**src/rtl/wb_port_arbiter.sv**
```systemverilog
// wb_port_arbiter: shares one register-file write port between the ALU
// writeback stream and MEM load returns.
//   clk, rst            : clock, synchronous active-high reset
//   alu_wb_*            : ALU result (no backpressure)
//   mem_wb_* / ready    : MEM load return (valid/ready)
//   rf_*                : registered register-file write
//   alu_throttle        : tells the Scheduler to hold off ALU RegWrite grants
//   fifo_count          : ALU skid FIFO occupancy
//   overflow            : sticky flag, an ALU result was dropped
module wb_port_arbiter #(
  parameter int DATA_W       = 256,
  parameter int REG_AW       = 5,
  parameter int WARP_W       = 2,
  parameter int FIFO_DEPTH   = 4,
  parameter int THROTTLE_LVL = 2,
  parameter int STARVE_MAX   = 3
) (
  input  logic                          clk,
  input  logic                          rst,
  input  logic                          alu_wb_valid,
  input  logic [WARP_W-1:0]             alu_wb_warp,
  input  logic [REG_AW-1:0]             alu_wb_rd,
  input  logic [DATA_W-1:0]             alu_wb_data,
  input  logic                          mem_wb_valid,
  output logic                          mem_wb_ready,
  input  logic [WARP_W-1:0]             mem_wb_warp,
  input  logic [REG_AW-1:0]             mem_wb_rd,
  input  logic [DATA_W-1:0]             mem_wb_data,
  output logic                          rf_we,
  output logic [WARP_W-1:0]             rf_warp,
  output logic [REG_AW-1:0]             rf_addr,
  output logic [DATA_W-1:0]             rf_data,
  output logic                          alu_throttle,
  output logic [$clog2(FIFO_DEPTH):0]   fifo_count,
  output logic                          overflow
);

  localparam int PW = $clog2(FIFO_DEPTH);
  localparam int CW = PW + 1;
  localparam int SW = $clog2(STARVE_MAX + 1);

  typedef struct packed {
    logic [WARP_W-1:0] warp;
    logic [REG_AW-1:0] rd;
    logic [DATA_W-1:0] data;
  } wb_t;

  wb_t             fifo_q [FIFO_DEPTH];
  logic [PW-1:0]   rd_ptr;
  logic [PW-1:0]   wr_ptr;
  logic [SW-1:0]   starve_cnt;

  wb_t             alu_in;
  wb_t             mem_in;
  wb_t             alu_cand;
  logic            fifo_empty;
  logic            fifo_full;
  logic            alu_pend;
  logic            force_alu;
  logic            win_alu;
  logic            win_mem;
  logic            pop;
  logic            push;
  logic            do_push;
  logic            drop;

  assign alu_in = '{warp: alu_wb_warp, rd: alu_wb_rd, data: alu_wb_data};
  assign mem_in = '{warp: mem_wb_warp, rd: mem_wb_rd, data: mem_wb_data};

  assign fifo_empty = (fifo_count == '0);
  assign fifo_full  = (fifo_count == CW'(FIFO_DEPTH));

  // FIFO head takes priority over the live input so ALU order is kept.
  assign alu_pend = !fifo_empty || alu_wb_valid;
  assign alu_cand = fifo_empty ? alu_in : fifo_q[rd_ptr];

  assign force_alu    = alu_pend && (starve_cnt == SW'(STARVE_MAX));
  assign mem_wb_ready = !rst && !force_alu;

  assign win_mem = mem_wb_valid && !force_alu;
  assign win_alu = force_alu || (!mem_wb_valid && alu_pend);

  // Live ALU result is queued whenever it is not the one being written.
  assign pop     = win_alu && !fifo_empty;
  assign push    = alu_wb_valid && (!fifo_empty || win_mem);
  assign do_push = push && (!fifo_full || pop);
  assign drop    = push && fifo_full && !pop;

  assign alu_throttle = (fifo_count >= CW'(THROTTLE_LVL));

  // Storage needs no reset; count and pointers define validity.
  always_ff @(posedge clk) begin
    if (do_push) begin
      fifo_q[wr_ptr] <= alu_in;
    end
  end

  always_ff @(posedge clk) begin
    if (rst) begin
      rd_ptr     <= '0;
      wr_ptr     <= '0;
      fifo_count <= '0;
      overflow   <= 1'b0;
    end else begin
      if (do_push) wr_ptr <= wr_ptr + PW'(1);
      if (pop)     rd_ptr <= rd_ptr + PW'(1);
      unique case ({do_push, pop})
        2'b10:   fifo_count <= fifo_count + CW'(1);
        2'b01:   fifo_count <= fifo_count - CW'(1);
        default: fifo_count <= fifo_count;
      endcase
      if (drop) overflow <= 1'b1;
    end
  end

  always_ff @(posedge clk) begin
    if (rst) begin
      starve_cnt <= '0;
    end else if (win_alu || !alu_pend) begin
      starve_cnt <= '0;
    end else if (starve_cnt != SW'(STARVE_MAX)) begin
      starve_cnt <= starve_cnt + SW'(1);
    end
  end

  always_ff @(posedge clk) begin
    if (rst) begin
      rf_we   <= 1'b0;
      rf_warp <= '0;
      rf_addr <= '0;
      rf_data <= '0;
    end else begin
      rf_we <= win_mem || win_alu;
      if (win_mem) begin
        rf_warp <= mem_in.warp;
        rf_addr <= mem_in.rd;
        rf_data <= mem_in.data;
      end else if (win_alu) begin
        rf_warp <= alu_cand.warp;
        rf_addr <= alu_cand.rd;
        rf_data <= alu_cand.data;
      end
    end
  end

endmodule

```
**config.mk**
```make
export PLATFORM = sky130hd
export DESIGN_NAME = wb_port_arbiter
export DESIGN_NICKNAME = d
export VERILOG_FILES = /design/src/rtl/wb_port_arbiter.sv
export SDC_FILE = /design/constraint.sdc
export NUM_CORES = 2
export LEC_CHECK = 0
export CORE_MARGIN = 2
export CORE_UTILIZATION = 31
export CTS_CLUSTER_DIAMETER = 100
export CTS_CLUSTER_SIZE = 12
export DETAILED_ROUTE_END_ITERATION = 8
export MAX_ROUTING_LAYER = met4
export SKIP_CTS_REPAIR_TIMING = 1
export SLEW_MARGIN = 20
export SYNTH_ARGS = -nofsm -noshare
export SYNTH_HDL_FRONTEND = slang
export SYNTH_SLANG_ARGS = --single-unit
export TNS_END_PERCENT = 50
```
**constraint.sdc**
```tcl
create_clock -name clk -period 10.5 [get_ports clk]
set_input_delay 2.625 -clock clk [delete_from_list [all_inputs] [get_ports clk]]
set_output_delay 2.625 -clock clk [all_outputs]
set_load 0.01 [all_outputs]
```
[Yosys cells after proc, flatten, opt, wreduce, memory -nomap -nowiden]
Memory sizes are Yosys's and may differ from the RTL's. A register that Yosys moved wholly into a read port is not among the register bits.
Cells that the tools add are included.
Storage, ports and cells
  input port bits: 530
  memories: 1
  logic and storage cells: 59
  bits in registers: 274
  output and inout port bits: 270
  memory bits (writable): 1052
Cells by class
  magnitude comparators: 1
  eq/ne operators: 5
  add/sub/neg operators: 5
  reductions and logical operators: 26
  mux-type cells: 12
Memories
  fifo_q: depth 4, bits a word 263, rd ports 1, clocked after memory_dff 1, write ports 1, RTL line 48  | wb_t fifo_q [FIFO_DEPTH];
Operators by type and width (number)
  $mux 256: 2
  $mux 263: 1
  $mux 5: 2
  $logic_and 1x1->1: 9
  $mux 2: 4
  $logic_not 1->1: 7
  $add 2x1->2 const B: 3
  $logic_or 1x1->1: 6
  $pmux 3 s2: 1
  $eq 2x2->1 const B: 2
  $reduce_bool 2->1: 2
  $add 3x1->3 const B: 1
  $eq 3x3->1 const B: 1
  $ge 3x2->1 const B: 1
  $logic_not 3->1: 1
  $sub 3x1->3 const B: 1
  $eq 2x1->1 const B: 1
  $mux 1: 2
  $ne 2x2->1 const B: 1
  $reduce_or 2->1: 1

[Longest topological paths before layout]
  word-level depth: 11
  gate-level depth with buffers: 9
  gate-level depth less buffers: 7

[Worst setup path after synthesis]
Ideal clock, no wire load.
  kind: input port to flip-flop
  start: input mem_wb_valid
  end: memory fifo_q[2][0] (netlist name), enable pin
  library setup time: 657 ps
  setup slack: 444 ps
  required time: 9843 ps
  stages on the path: 4
  path buffers: 0
  arrival time: 9399 ps
  path through: nor2b_1 -> xnor2_1 -> a21boi_0 -> and2_1
Between the ends
  cells in the longest elaborated chain, start to end: 8
  elaborated cells between the ends (all ways): 11
RTL lines
  start, declared: RTL line 24  | input logic mem_wb_valid,
  $logic_not 1->1: RTL line 81  | assign win_alu = force_alu || (!mem_wb_valid && alu_pend);
  $logic_and 1x1->1: RTL line 81
  $logic_or 1x1->1: RTL line 81
  $logic_and 1x1->1: RTL line 84  | assign pop = win_alu && !fifo_empty;
  $logic_or 1x1->1: RTL line 86  | assign do_push = push && (!fifo_full || pop);
  $logic_and 1x1->1 (*): RTL line 86
  $mux 1 (*): RTL line 93  | if (do_push) begin
  $mux 1 (implied by the code) (*): RTL line 94  | fifo_q[wr_ptr] <= alu_in;
  end, declared: RTL line 48
Every way passes the cells marked *; elsewhere a longest branch is shown, timed or not.

[Final worst setup path]
  start: input alu_wb_valid
  end: output mem_wb_ready
Between the ends
  cells in the longest elaborated chain, start to end: 4
RTL lines
  start, declared: RTL line 20  | input logic alu_wb_valid,
  $logic_or 1x1->1: RTL line 74  | assign alu_pend = !fifo_empty || alu_wb_valid;
  $logic_and 1x1->1: RTL line 77  | assign force_alu = alu_pend && (starve_cnt == SW'(STARVE_MAX));
  $logic_not 1->1: RTL line 78  | assign mem_wb_ready = !rst && !force_alu;
  $logic_and 1x1->1: RTL line 78
  end, declared: RTL line 25  | output logic mem_wb_ready,
Every way passes these cells.

==> results.cfg <==
[timing]
rsz0062_at_grt = false
finalCriticalPeriod_ns = 7.49
holdWs_ns = 0.431
relSlewSlack_pct = 30.4
finalWorstSetupSlack_ns = 3.01
slew_violations = 0
fin_crit_sh_pct = 71.3
finalSetupViolations = 0
setup_tns_ns = 0
finClkSkew_ns = 0.0308
fmax_mhz = 134
tightest_slew_ns = 1.04
hold_viol_final = 0

[placement]
dpl.hpwl_um = 91500
gp_congestion = 0.791
port_buffers = 799
place_area_sq_um = 62400
post-place-ws_ns = 3.02

[hold_path]
hp-start = starve_cnt[0]
hold_depth = 1
hp-class = flop to flop
worstHoldEndpoint = starve_cnt[0]

[setup_path]
end_kind = output port
crit_top_cell = clkdlybuf4s50_1
critical_path_class = primary input to output port
required_ns = 7.88
reg2reg_depth = 6
critPathMaxFanout = 12
cp.arrival_ns = 4.86
r2r-start = starve_cnt[0]
cpPeakStageDelay_ns = 0.77
cp-start-kind = primary input
path_cells = clkdlybuf4s50_1 -> o41ai_1 -> nor2b_1 -> clkdlybuf4s50_1
crit_buf_inv = 2
timing.rr.end = fifo_q[2][20]
rrSetupSlack_ns = 6.76
crit_path_top_delay_cell = o41ai_1
cpLargestDelayFamily = buffers and inverters

[logic_synthesis]
synth_warnings = 0
synthArstFlopShare_pct = 0
synth_cell_types = 37
syn_area_sq_um = 52200
synth_top_family_by_area = multiplexers
synth-edff-count = 1052
synth_ff_type = edfxtp_1
yosys-mux-area-fraction_pct = 11.9
syn_inst = 3233
synth_fa_ha_area_share_pct = 0.158
seq_area_frac_synth_pct = 71.0
syn_avg_cell_area_sq_um = 16.2
synthTopCellsByArea = edfxtp_1 (60%), mux4_2 (11%), dfxtp_1 (11%)
yosys.area_share.simple_pct = 3.98
syn_nets = 3769
synth_compound_area_share_pct = 10.7
ys_seq_elements = 1328
yosysTopAreaCellShare_pct = 60.5
synth_xor_area_share_pct = 0.0335
synth_top_area_cell = edfxtp_1

[clock_network]
cts.path.max_buffers = 3
cts_tree = yes
cts.sinks = 1328
cts_root_buf = clkbuf_16
cts_inserted_buffers = 130
cts.clk_slew.worst_paths_ns = 0.06
clk_latency_ns = 0.74
htree_levels = 4

[final_layout]
utilization_pct = 39.6
area_growth_pct = 26.8
design_area_sq_um = 66200
layout.nets = 4480
drive_gt1_share_pct = 11.6
regArea_sq_um = 37100
multi_input_comb_area_sq_um = 14000
fillCellCount = 15356

[floorplan]
placeableCoreArea_sq_um = 167000
row_count = 150
die_area_sq_um = 172000
fp.dieW_um = 415
die_h_um = 415
io_pins = 800
initial_core_util_pct = 31.2

[routing]
drc = 0
drt-wirelength-per-cell_um = 23.7
drt_first_iter_violations = 2684
wirelength_um = 149000
firstDrtPassIters = 6
ant_nets = 0
viasPerCell = 5.25
vias = 32840

[status]
status = completed

[global_routing]
grt_max_degree = 151
track_usage_pct = 17.3
grt-ovfl-total = 0
grt_pass1_vias = 32978
grt_pass1_wl_um = 220000
antenna_found_initial = 16

[power_and_ir_drop]
vdd_drop_max_mv = 0.141
p_leak_nw = 21.0
cellPowerDensity_nw_per_um2 = 192

[job]
maxCapViolations = 0
[registers in the layout, summed over array words and instances, names as in the netlist, 2 cells and up, named ones only]
signal and count:
rd_ptr 2, wr_ptr 2, rf_data 256, fifo_q 1052, starve_cnt 2, rf_warp 2
rf_addr 5, fifo_count 3
[where the power goes]
group	total [W]	internal [W]	switching, W
sequential	0.00626	0.00608	0.000180
combinational	0.00213	0.000957	0.00117
clock	0.00435	0.00238	0.00197
total	0.0127	0.00942	0.00333
[cell usage after synthesis (2+ instances only)]
master,n
mux2i_1,27
dfxtp_1,276
and2_1,5
a21boi_0,2
o21ai_0,264
a221oi_1,237
nor2_1,12
buf_2,78
mux4_2,263
inv_1,4
ha_1,5
buf_4,12
edfxtp_1,1052
or3_1,3
clkbuf_1,155
nand2_1,502
mux2_2,3
a21oi_1,30
nand2b_1,4
a22oi_1,263
buf_1,19
nor2b_1,2
[worst register-to-register path: cells and delay by family, from the launching register on]
kind            cells  cell delay, ns
xor+xnor            1            0.10
compound gates      1            0.63
flops               1            0.31
fa+ha+maj           1            0.28
simple gates        2            1.06
buf+inv             1            0.89
[cell families (layout without fill, tap and decap cells)]
family,after synthesis,count (layout)
compound gates,801,801
xor+xnor,2,2
fa+ha+maj,6,6
buf+inv,268,1078
flops,1328,1328
mux,293,293
other cells,0,12
simple gates,535,535
[how the worst max path moves through the flow]
stage | endpoint | slack (ns) | cells past startpoint | from
2_1_floorplan | fifo_q[2][0] | 0.44 | 4 | mem_wb_valid
3_3_place_gp | mem_wb_ready | 3.01 | 4 | alu_wb_valid
3_5_place_dp | mem_wb_ready | 3.02 | 4 | alu_wb_valid
4_1_cts | mem_wb_ready | 3.02 | 4 | alu_wb_valid
5_1_grt | mem_wb_ready | 2.89 | 4 | alu_wb_valid
6_report | mem_wb_ready | 3.01 | 4 | alu_wb_valid
[metrics by stage]
step,std cells,total power (W)
4_1_cts,6247,0.0129
6_report,6259,0.0127
2_1_floorplan,3233,0.00753
5_1_grt,6259,0.0133
3_3_place_gp,6016,0.00851
3_5_place_dp,6016,0.00854
[layer usage]
metal / GRT usage (%) / part of all wire (%) / vias up
li1: - / - / 14489
met1: 21.6 / 41 / 16942
met2: 28.3 / 50 / 1168
met3: 2.84 / 5.2 / 241
met4: 6.12 / 3.1 / 0
met5: - / 0 / -
[cell type report]
type	instances	area share, %
tap	2204	4.16
clock inverter	13	0.263
sequential	1328	56.0
inverter	4	0.0227
multi-input combinational	1637	21.2
clock buffer	218	5.51
antenna	12	0.0453
timing repair buffer	843	12.8
[cells in the final DEF, fill, tap and decap left out, drive strengths merged, types with 5 or more instances in the layout]
cell type	count
diode	12
edfxtp	1052
a21oi	30
inv	12
ha	5
o21ai	264
mux4	263
a221oi	237
mux2i	27
clkinv	5
and2	5
clkdlybuf4s50	799
buf	44
dfxtp	276
nand2	502
a22oi	263
nor2	12
clkbuf	218
(Power assumes the default switching activity.)
